$ cat src/rtl/datactrl.sv
// Byte-serial load/store controller between the load/store buffers and an
// 8-bit synchronous RAM. One pending slot per client; stores win over loads.
// Loads are pipelined one byte per cycle against the RAM's one-cycle read
// latency; a misprediction flush kills load work but never store work.
module datactrl #(
  parameter int AddressWidth = 32,
  parameter int IDWidth      = 32
) (
  input  logic                    clk_in,
  input  logic                    rst_in,
  input  logic                    rdy_in,
  input  logic                    lbuffer_datactrl_en_in,
  input  logic [AddressWidth-1:0] lbuffer_datactrl_addr_in,
  input  logic [2:0]              lbuffer_datactrl_width_in,
  input  logic                    lbuffer_datactrl_sgn_in,
  output logic                    datactrl_lbuffer_en_out,
  output logic [IDWidth-1:0]      datactrl_lbuffer_data_out,
  input  logic                    sbuffer_datactrl_en_in,
  input  logic [AddressWidth-1:0] sbuffer_datactrl_addr_in,
  input  logic [2:0]              sbuffer_datactrl_width_in,
  input  logic [IDWidth-1:0]      sbuffer_datactrl_data_in,
  output logic                    datactrl_sbuffer_en_out,
  input  logic                    rob_datactrl_rst_in,
  output logic [AddressWidth-1:0] mem_a_out,
  output logic [7:0]              mem_dout_out,
  output logic                    mem_wr_out,
  input  logic [7:0]              mem_din_in
);

  typedef enum logic [1:0] {IDLE, LOAD, STORE} state_t;

  // Width codes 1 and 2 are honoured; anything else is a full word.
  function automatic logic [2:0] decode_width(input logic [2:0] code);
    case (code)
      3'd1:    decode_width = 3'd1;
      3'd2:    decode_width = 3'd2;
      default: decode_width = 3'd4;
    endcase
  endfunction

  state_t                  state_reg;

  // pending request slots
  logic                    ld_pend_reg;
  logic [AddressWidth-1:0] ld_addr_reg;
  logic [2:0]              ld_w_reg;
  logic                    ld_sgn_reg;
  logic                    st_pend_reg;
  logic [AddressWidth-1:0] st_addr_reg;
  logic [2:0]              st_w_reg;
  logic [IDWidth-1:0]      st_data_reg;

  // active access
  logic [AddressWidth-1:0] base_reg;
  logic [2:0]              w_reg;
  logic                    sgn_reg;
  logic [IDWidth-1:0]      data_reg;
  logic [2:0]              idx_reg;      // next byte index to put on the bus
  logic [2:0]              cap_reg;      // next load byte index to capture
  logic                    addr_on_reg;  // a load address is on the bus this cycle
  logic                    rd_valid_reg; // mem_din_in carries byte cap_reg this cycle
  logic                    replay_reg;   // a stall broke the load pipeline
  logic [31:0]             acc_reg;

  // registered outputs
  logic [AddressWidth-1:0] mem_a_reg;
  logic [7:0]              mem_dout_reg;
  logic                    mem_wr_reg;
  logic                    ld_done_reg;
  logic [IDWidth-1:0]      ld_data_reg;
  logic                    st_done_reg;

  logic [7:0]              st_lane [4];
  logic [31:0]             ld_word;
  logic [IDWidth-1:0]      ld_ext;
  logic                    flush_abort;
  logic                    ld_finish;
  logic                    st_finish;
  logic                    free;
  logic                    start_store;
  logic                    start_load;

  // Byte lanes: store byte selection and load word with the arriving byte merged in.
  genvar gi;
  generate
    for (gi = 0; gi < 4; gi++) begin : g_lane
      assign st_lane[gi]        = data_reg[8*gi +: 8];
      assign ld_word[8*gi +: 8] = (cap_reg == 3'(gi)) ? mem_din_in : acc_reg[8*gi +: 8];
    end
  endgenerate

  // Sign- or zero-extend the completed load word according to its width.
  always_comb begin
    ld_ext = IDWidth'(ld_word);
    case (w_reg)
      3'd1:    ld_ext = sgn_reg ? IDWidth'($signed(ld_word[7:0]))  : IDWidth'(ld_word[7:0]);
      3'd2:    ld_ext = sgn_reg ? IDWidth'($signed(ld_word[15:0])) : IDWidth'(ld_word[15:0]);
      default: ;
    endcase
  end

  assign flush_abort = rob_datactrl_rst_in && (state_reg == LOAD);
  assign ld_finish   = (state_reg == LOAD) && !replay_reg && rd_valid_reg &&
                       (cap_reg == w_reg - 3'd1);
  assign st_finish   = (state_reg == STORE) && (idx_reg == w_reg);
  assign free        = (state_reg == IDLE) || ld_finish || st_finish;
  assign start_store = st_pend_reg;
  assign start_load  = !st_pend_reg && ld_pend_reg && !rob_datactrl_rst_in;

  // Request capture, access sequencing and all registered outputs.
  always_ff @(posedge clk_in) begin
    if (rst_in) begin
      state_reg    <= IDLE;
      ld_pend_reg  <= 1'b0;
      ld_addr_reg  <= '0;
      ld_w_reg     <= '0;
      ld_sgn_reg   <= 1'b0;
      st_pend_reg  <= 1'b0;
      st_addr_reg  <= '0;
      st_w_reg     <= '0;
      st_data_reg  <= '0;
      base_reg     <= '0;
      w_reg        <= '0;
      sgn_reg      <= 1'b0;
      data_reg     <= '0;
      idx_reg      <= '0;
      cap_reg      <= '0;
      addr_on_reg  <= 1'b0;
      rd_valid_reg <= 1'b0;
      replay_reg   <= 1'b0;
      acc_reg      <= '0;
      mem_a_reg    <= '0;
      mem_dout_reg <= '0;
      mem_wr_reg   <= 1'b0;
      ld_done_reg  <= 1'b0;
      ld_data_reg  <= '0;
      st_done_reg  <= 1'b0;
    end else begin
      ld_done_reg <= 1'b0;
      st_done_reg <= 1'b0;

      // Requests are captured even during a stall so no pulse is lost.
      if (sbuffer_datactrl_en_in) begin
        st_pend_reg <= 1'b1;
        st_addr_reg <= sbuffer_datactrl_addr_in;
        st_w_reg    <= decode_width(sbuffer_datactrl_width_in);
        st_data_reg <= sbuffer_datactrl_data_in;
      end
      if (rob_datactrl_rst_in) begin
        ld_pend_reg <= 1'b0;
      end else if (lbuffer_datactrl_en_in) begin
        ld_pend_reg <= 1'b1;
        ld_addr_reg <= lbuffer_datactrl_addr_in;
        ld_w_reg    <= decode_width(lbuffer_datactrl_width_in);
        ld_sgn_reg  <= lbuffer_datactrl_sgn_in;
      end

      if (flush_abort) begin
        state_reg    <= IDLE;
        mem_a_reg    <= '0;
        mem_dout_reg <= '0;
        mem_wr_reg   <= 1'b0;
        addr_on_reg  <= 1'b0;
        rd_valid_reg <= 1'b0;
        replay_reg   <= 1'b0;
      end else if (!rdy_in) begin
        // The RAM keeps reading while we hold, so the in-flight load byte is stale.
        if (state_reg == LOAD) replay_reg <= 1'b1;
      end else begin
        case (state_reg)
          LOAD: begin
            if (replay_reg) begin
              mem_a_reg    <= base_reg + AddressWidth'(cap_reg);
              idx_reg      <= cap_reg + 3'd1;
              addr_on_reg  <= 1'b1;
              rd_valid_reg <= 1'b0;
              replay_reg   <= 1'b0;
            end else begin
              if (rd_valid_reg) begin
                acc_reg <= ld_word;
                cap_reg <= cap_reg + 3'd1;
              end
              rd_valid_reg <= addr_on_reg;
              if (idx_reg < w_reg) begin
                mem_a_reg   <= base_reg + AddressWidth'(idx_reg);
                idx_reg     <= idx_reg + 3'd1;
                addr_on_reg <= 1'b1;
              end else begin
                addr_on_reg <= 1'b0;
              end
              if (ld_finish) begin
                ld_done_reg <= 1'b1;
                ld_data_reg <= ld_ext;
              end
            end
          end
          STORE: begin
            if (st_finish) begin
              st_done_reg <= 1'b1;
            end else begin
              mem_a_reg    <= base_reg + AddressWidth'(idx_reg);
              mem_dout_reg <= st_lane[idx_reg[1:0]];
              idx_reg      <= idx_reg + 3'd1;
            end
          end
          default: ;
        endcase

        // Launch the next request on the same edge an access finishes.
        if (free) begin
          if (start_store) begin
            state_reg    <= STORE;
            st_pend_reg  <= 1'b0;
            base_reg     <= st_addr_reg;
            w_reg        <= st_w_reg;
            data_reg     <= st_data_reg;
            mem_a_reg    <= st_addr_reg;
            mem_dout_reg <= st_data_reg[7:0];
            mem_wr_reg   <= 1'b1;
            idx_reg      <= 3'd1;
          end else if (start_load) begin
            state_reg    <= LOAD;
            ld_pend_reg  <= 1'b0;
            base_reg     <= ld_addr_reg;
            w_reg        <= ld_w_reg;
            sgn_reg      <= ld_sgn_reg;
            mem_a_reg    <= ld_addr_reg;
            mem_dout_reg <= '0;
            mem_wr_reg   <= 1'b0;
            idx_reg      <= 3'd1;
            cap_reg      <= 3'd0;
            addr_on_reg  <= 1'b1;
            rd_valid_reg <= 1'b0;
            replay_reg   <= 1'b0;
            acc_reg      <= '0;
          end else begin
            state_reg    <= IDLE;
            mem_a_reg    <= '0;
            mem_dout_reg <= '0;
            mem_wr_reg   <= 1'b0;
            addr_on_reg  <= 1'b0;
            rd_valid_reg <= 1'b0;
          end
        end
      end
    end
  end

  assign mem_a_out                 = mem_a_reg;
  assign mem_dout_out              = mem_dout_reg;
  assign mem_wr_out                = mem_wr_reg && rdy_in;
  assign datactrl_lbuffer_en_out   = ld_done_reg;
  assign datactrl_lbuffer_data_out = ld_data_reg;
  assign datactrl_sbuffer_en_out   = st_done_reg;

endmodule

$ cat config.mk
export PLATFORM = sky130hd
export DESIGN_NAME = datactrl
export DESIGN_NICKNAME = d
export VERILOG_FILES = /design/src/rtl/datactrl.sv
export SDC_FILE = /design/constraint.sdc
export NUM_CORES = 1
export LEC_CHECK = 0
export CELL_PAD_IN_SITES_DETAIL_PLACEMENT = 0
export CELL_PAD_IN_SITES_GLOBAL_PLACEMENT = 1
export CORE_ASPECT_RATIO = 1.75
export CORE_MARGIN = 10
export CORE_UTILIZATION = 35
export DETAILED_ROUTE_END_ITERATION = 8
export PLACE_DENSITY_LB_ADDON = 0.1
export SYNTH_ARGS = -nofsm -noshare
export SYNTH_HDL_FRONTEND = slang
export SYNTH_SLANG_ARGS = --single-unit
export TNS_END_PERCENT = 20
$ cat constraint.sdc
create_clock -name clk_in -period 4.2 [get_ports clk_in]
set_clock_uncertainty 0.2 [all_clocks]
set_input_delay 0.42 -clock clk_in [delete_from_list [all_inputs] [get_ports clk_in]]
set_output_delay 0.42 -clock clk_in [all_outputs]
set_load 0.01 [all_outputs]
==> impl_metrics.csv <==
group,metric,value,unit
cells_and_area,mostFrequentLayoutCell,"dfxtp_1",
cells_and_area,layout.cells.most_common_list,"dfxtp_1 (289), nor2_1 (212), clkdlybuf4s50_1 (188), mux2i_1 (158), nand2_1 (141)",
cells_and_area,synthToLayoutAreaGrowth,24.13,%
drt,routed_wirelength,39.77,mm
floorplan,die-height,275.7,um
power,cellPowerDensity,381.0,nW/um2
yosys,synth_warnings,0,
run,drv_cap,0,
worst_setup_path,cp_data_arrival_time,3560,ps
sta,hold_slack,189.7,ps
clock_network,cts_hold_buf,0,
worst_setup_path,worstReg2RegEnd,"mem_a_out[31]",
clock_network,post_cts_resize_count,0,
yosys,ys.flop_type,"dfxtp_1",
drt,detail_route.drc_violations,0,
power,net_switching_share_of_the_total_power,25.92,%
power,clock_power_share,40.0,%
floorplan,core_area,36890,um2
drt,detail_route.first_pass.iterations,5,
cells_and_area,n_antenna_cell,0,
clock_network,cts_tree,"yes",
sta,fmax,0.3073,GHz
cells_and_area,finish.net_count,1714,
floorplan,fp-row-count,93,
sta,rsz0062_at_grt,"no",
clock_network,cts_root_buffer,"clkbuf_16",
min_path,timing.hold.worst.start,"rst_in",
yosys,syn_area_per_cell,9.113,um2
worst_setup_path,worst_ep_required_time,4510,ps
yosys,synthesis.nets,1575,
drt,vias,10620,
power,power.ir.vdd_worst,0.2832,mV
placement,finalWeightedCongestion,0.8706,
sta,number_of_setup_violations_in_the_final_report,0,
clock_network,h-tree-depth,1,
grt,pin_count_of_the_biggest_net_entering_global_routing,118,
placement,buffers_on_ports,191,
power,p_leak,0.006004,uW
floorplan,ioPinCount,192,
yosys,synth_xor_xnor_area_share,2.392,%
sta,final-hold-violation-count,0,
drt,vias_per_cell,5.140,
worst_setup_path,crit_path_max_fanout,30,
grt,total_global_routing_track_utilization,16.82,%
floorplan,die-area,45800,um2
sta,setup-tns-final,0,ps
grt,grt_remaining_overflow,0,
drt,routedWlPerCell,19.25,um
worst_setup_path,timing.reg2reg.worst_path_depth,8,
power,p_switching,1603,uW
clock_network,path_clk_slew,70,ps
grt,first_global_vias,11050,
grt,antenna_found_initial,0,
clock_network,clock_sink_count,290,
worst_setup_path,setup.reg_to_reg.worst_slack,950,ps
worst_setup_path,critPathCaptureType,"flip-flop",
power,combPwrFrac,12.0,%
drt,antenna_viol_nets_final,0,
cells_and_area,fin_area,16230,um2
yosys,ys_types,67,
worst_setup_path,reg2reg_from,"w_reg[1]",
yosys,mappedNetlistArea,13080,um2
power,power.share.sequential,47.9,%
min_path,timing.hold.worst.class,"input pin to flip-flop",
yosys,ys_ff_latch,290,
sta,report.final.slew_viol_count,0,
yosys,cells_after_synthesis,1435,
yosys,asyncSetResetFlopFracSynth,0,%
yosys,synth_fa_ha_area_share,2.315,%
sta,tcrit_tclk_final,77.47,%
cells_and_area,fraction_of_layout_cells_with_a_size_suffix_above_1,7.857,%
yosys,post_synthesis_compound_gate_area_fraction,14.72,%
floorplan,floorplan.die.width,166.1,um
yosys,synth-edff-count,0,
sta,maxSlewHeadroom,21.70,%
yosys,synth_simple_gate_area_share,16.36,%
worst_setup_path,timing.setup.critical_path_class,"flip-flop to flip-flop",
floorplan,initial_core_util,35.45,%
outcome,outcome,"finished clean",
yosys,yosysSeqAreaShare,44.39,%
worst_setup_path,setup.worst_path.start_class,"flip-flop",
worst_setup_path,critPathCapture,"mem_a_out[31]",
yosys,synth_mux_area_share,15.54,%
sta,min_period,3254,ps
yosys,main_combinational_cell_family_by_area_after_synthesis,"simple AND/OR/NAND/NOR gates",
grt,grt_first_pass_wirelength,63.09,mm
clock_network,ctsLongestPathBuffers,3,
clock_network,clock_insertion_delay_worst_skew,560,ps
sta,worst-slew-pin-transition,1167,ps
placement,dpl.hpwl,28.34,mm
clock_network,post_cts_buffers,0,
placement,dpl_cell_area,15360,um2
clock_network,tritoncts.num_buffers,29,
drt,drt_iter0_drc,518,
worst_setup_path,crit_path_from,"w_reg[1]",
cells_and_area,n_fill_cell,3634,
power,power.internal,4582,uW
layer usage:
metal	up-vias	global-route usage (%)	wire, um
met5	-	0	0
met4	0	4.981	934
met3	55	2.763	1683
met2	228	31.52	20810
met1	5015	19.08	16340
li1	5321	-	-
power by group through the flow:
| stage | Sequential, uW | Clock [uW] | Combinational (uW) |
|---|---|---|---|
| 2_1_floorplan | 3000 | 0 | 435 |
| 3_3_place_gp | 3030 | 0 | 748 |
| 3_5_place_dp | 3030 | 0 | 754 |
| 4_1_cts | 2970 | 2560 | 757 |
| 5_1_grt | 2980 | 2660 | 819 |
| 6_report | 2960 | 2480 | 744 |
cell usage after synthesis, types with 3 or more instances:
library cell / instances / area (um2)
inv_1: 16 / 60.06
nand3b_1: 3 / 22.52
a2bb2oi_1: 18 / 157.7
buf_6: 5 / 56.30
o211ai_1: 4 / 30.03
a2111oi_0: 3 / 26.28
nor4_1: 10 / 62.56
and3_1: 6 / 37.54
and2_1: 7 / 43.79
xor2_1: 20 / 175.2
nor3b_1: 3 / 22.52
and4_1: 4 / 35.03
a21o_1: 3 / 22.52
nor2_1: 212 / 795.8
nand4_1: 7 / 43.79
clkbuf_1: 62 / 232.7
mux2i_1: 158 / 1582
a311oi_1: 12 / 105.1
buf_2: 26 / 130.1
nand2b_1: 13 / 81.33
dfxtp_1: 290 / 5806
buf_1: 16 / 60.06
nor2b_1: 13 / 81.33
a221o_1: 4 / 40.04
nor3_1: 20 / 100.1
ha_1: 21 / 262.8
or3_1: 4 / 25.02
a21oi_1: 99 / 495.5
nand2_1: 141 / 529.3
o21ai_0: 26 / 130.1
o2111a_1: 4 / 45.04
a21boi_0: 3 / 22.52
mux4_2: 8 / 180.2
a211oi_1: 83 / 623.1
xnor2_1: 13 / 113.9
o2111ai_1: 3 / 26.28
mux2_2: 24 / 270.3
nand3_1: 35 / 175.2
stage by stage:
stage | instances | utilization, % | total power [uW] | setup slack [ps]
after global placement | 2018 | 41.63 | 3774 | 974.8
after detailed placement | 2018 | 41.63 | 3781 | 857.7
after floorplan | 1435 | - | 3438 | 1197
after global routing | 2066 | 44.01 | 6459 | 703.6
final | 2066 | 44.01 | 6185 | 946.2
after CTS | 2066 | 44.01 | 6279 | 973.5
logic make-up after synthesis:
kind of cell | count (synthesis)
AOI/OAI and AO/OA | 284
xor gates and xnor gates | 34
adders and majority gates | 23
buffers and inverters | 128
DFF | 290
muxes | 190
and+or+nand+nor | 486
layout make-up:
class | count | area [um2] | area share [%]
clock buffer | 40 | 827.0 | 5.095
inverter | 16 | 60.06 | 0.3700
sequential | 290 | 5807 | 35.77
multi-input combinational | 1017 | 6735 | 41.49
timing repair buffer | 220 | 2161 | 13.31
tap | 475 | 594.3 | 3.661
clock inverter | 8 | 48.80 | 0.3006
critical path, cell delays in order, from the launching register on:
cell,delay [ps]
dfxtp_1,360
inv_1,80
ha_1,320
nor2b_1,150
o21ai_0,360
a21oi_1,240
o21ai_4,720
and2_4,520
o221a_1,230
how the worst min path moves through the flow:
stage / to / slack (ps) / cells after the start
2_1_floorplan: acc_reg[7] / 220 / 2
3_3_place_gp: acc_reg[7] / 240 / 2
3_5_place_dp: acc_reg[29] / 240 / 2
4_1_cts: sgn_reg / 170 / 2
5_1_grt: ld_addr_reg[16] / 200 / 3
6_report: st_w_reg[1] / 190 / 2
Note: power is estimated with default switching activity, not from simulation.
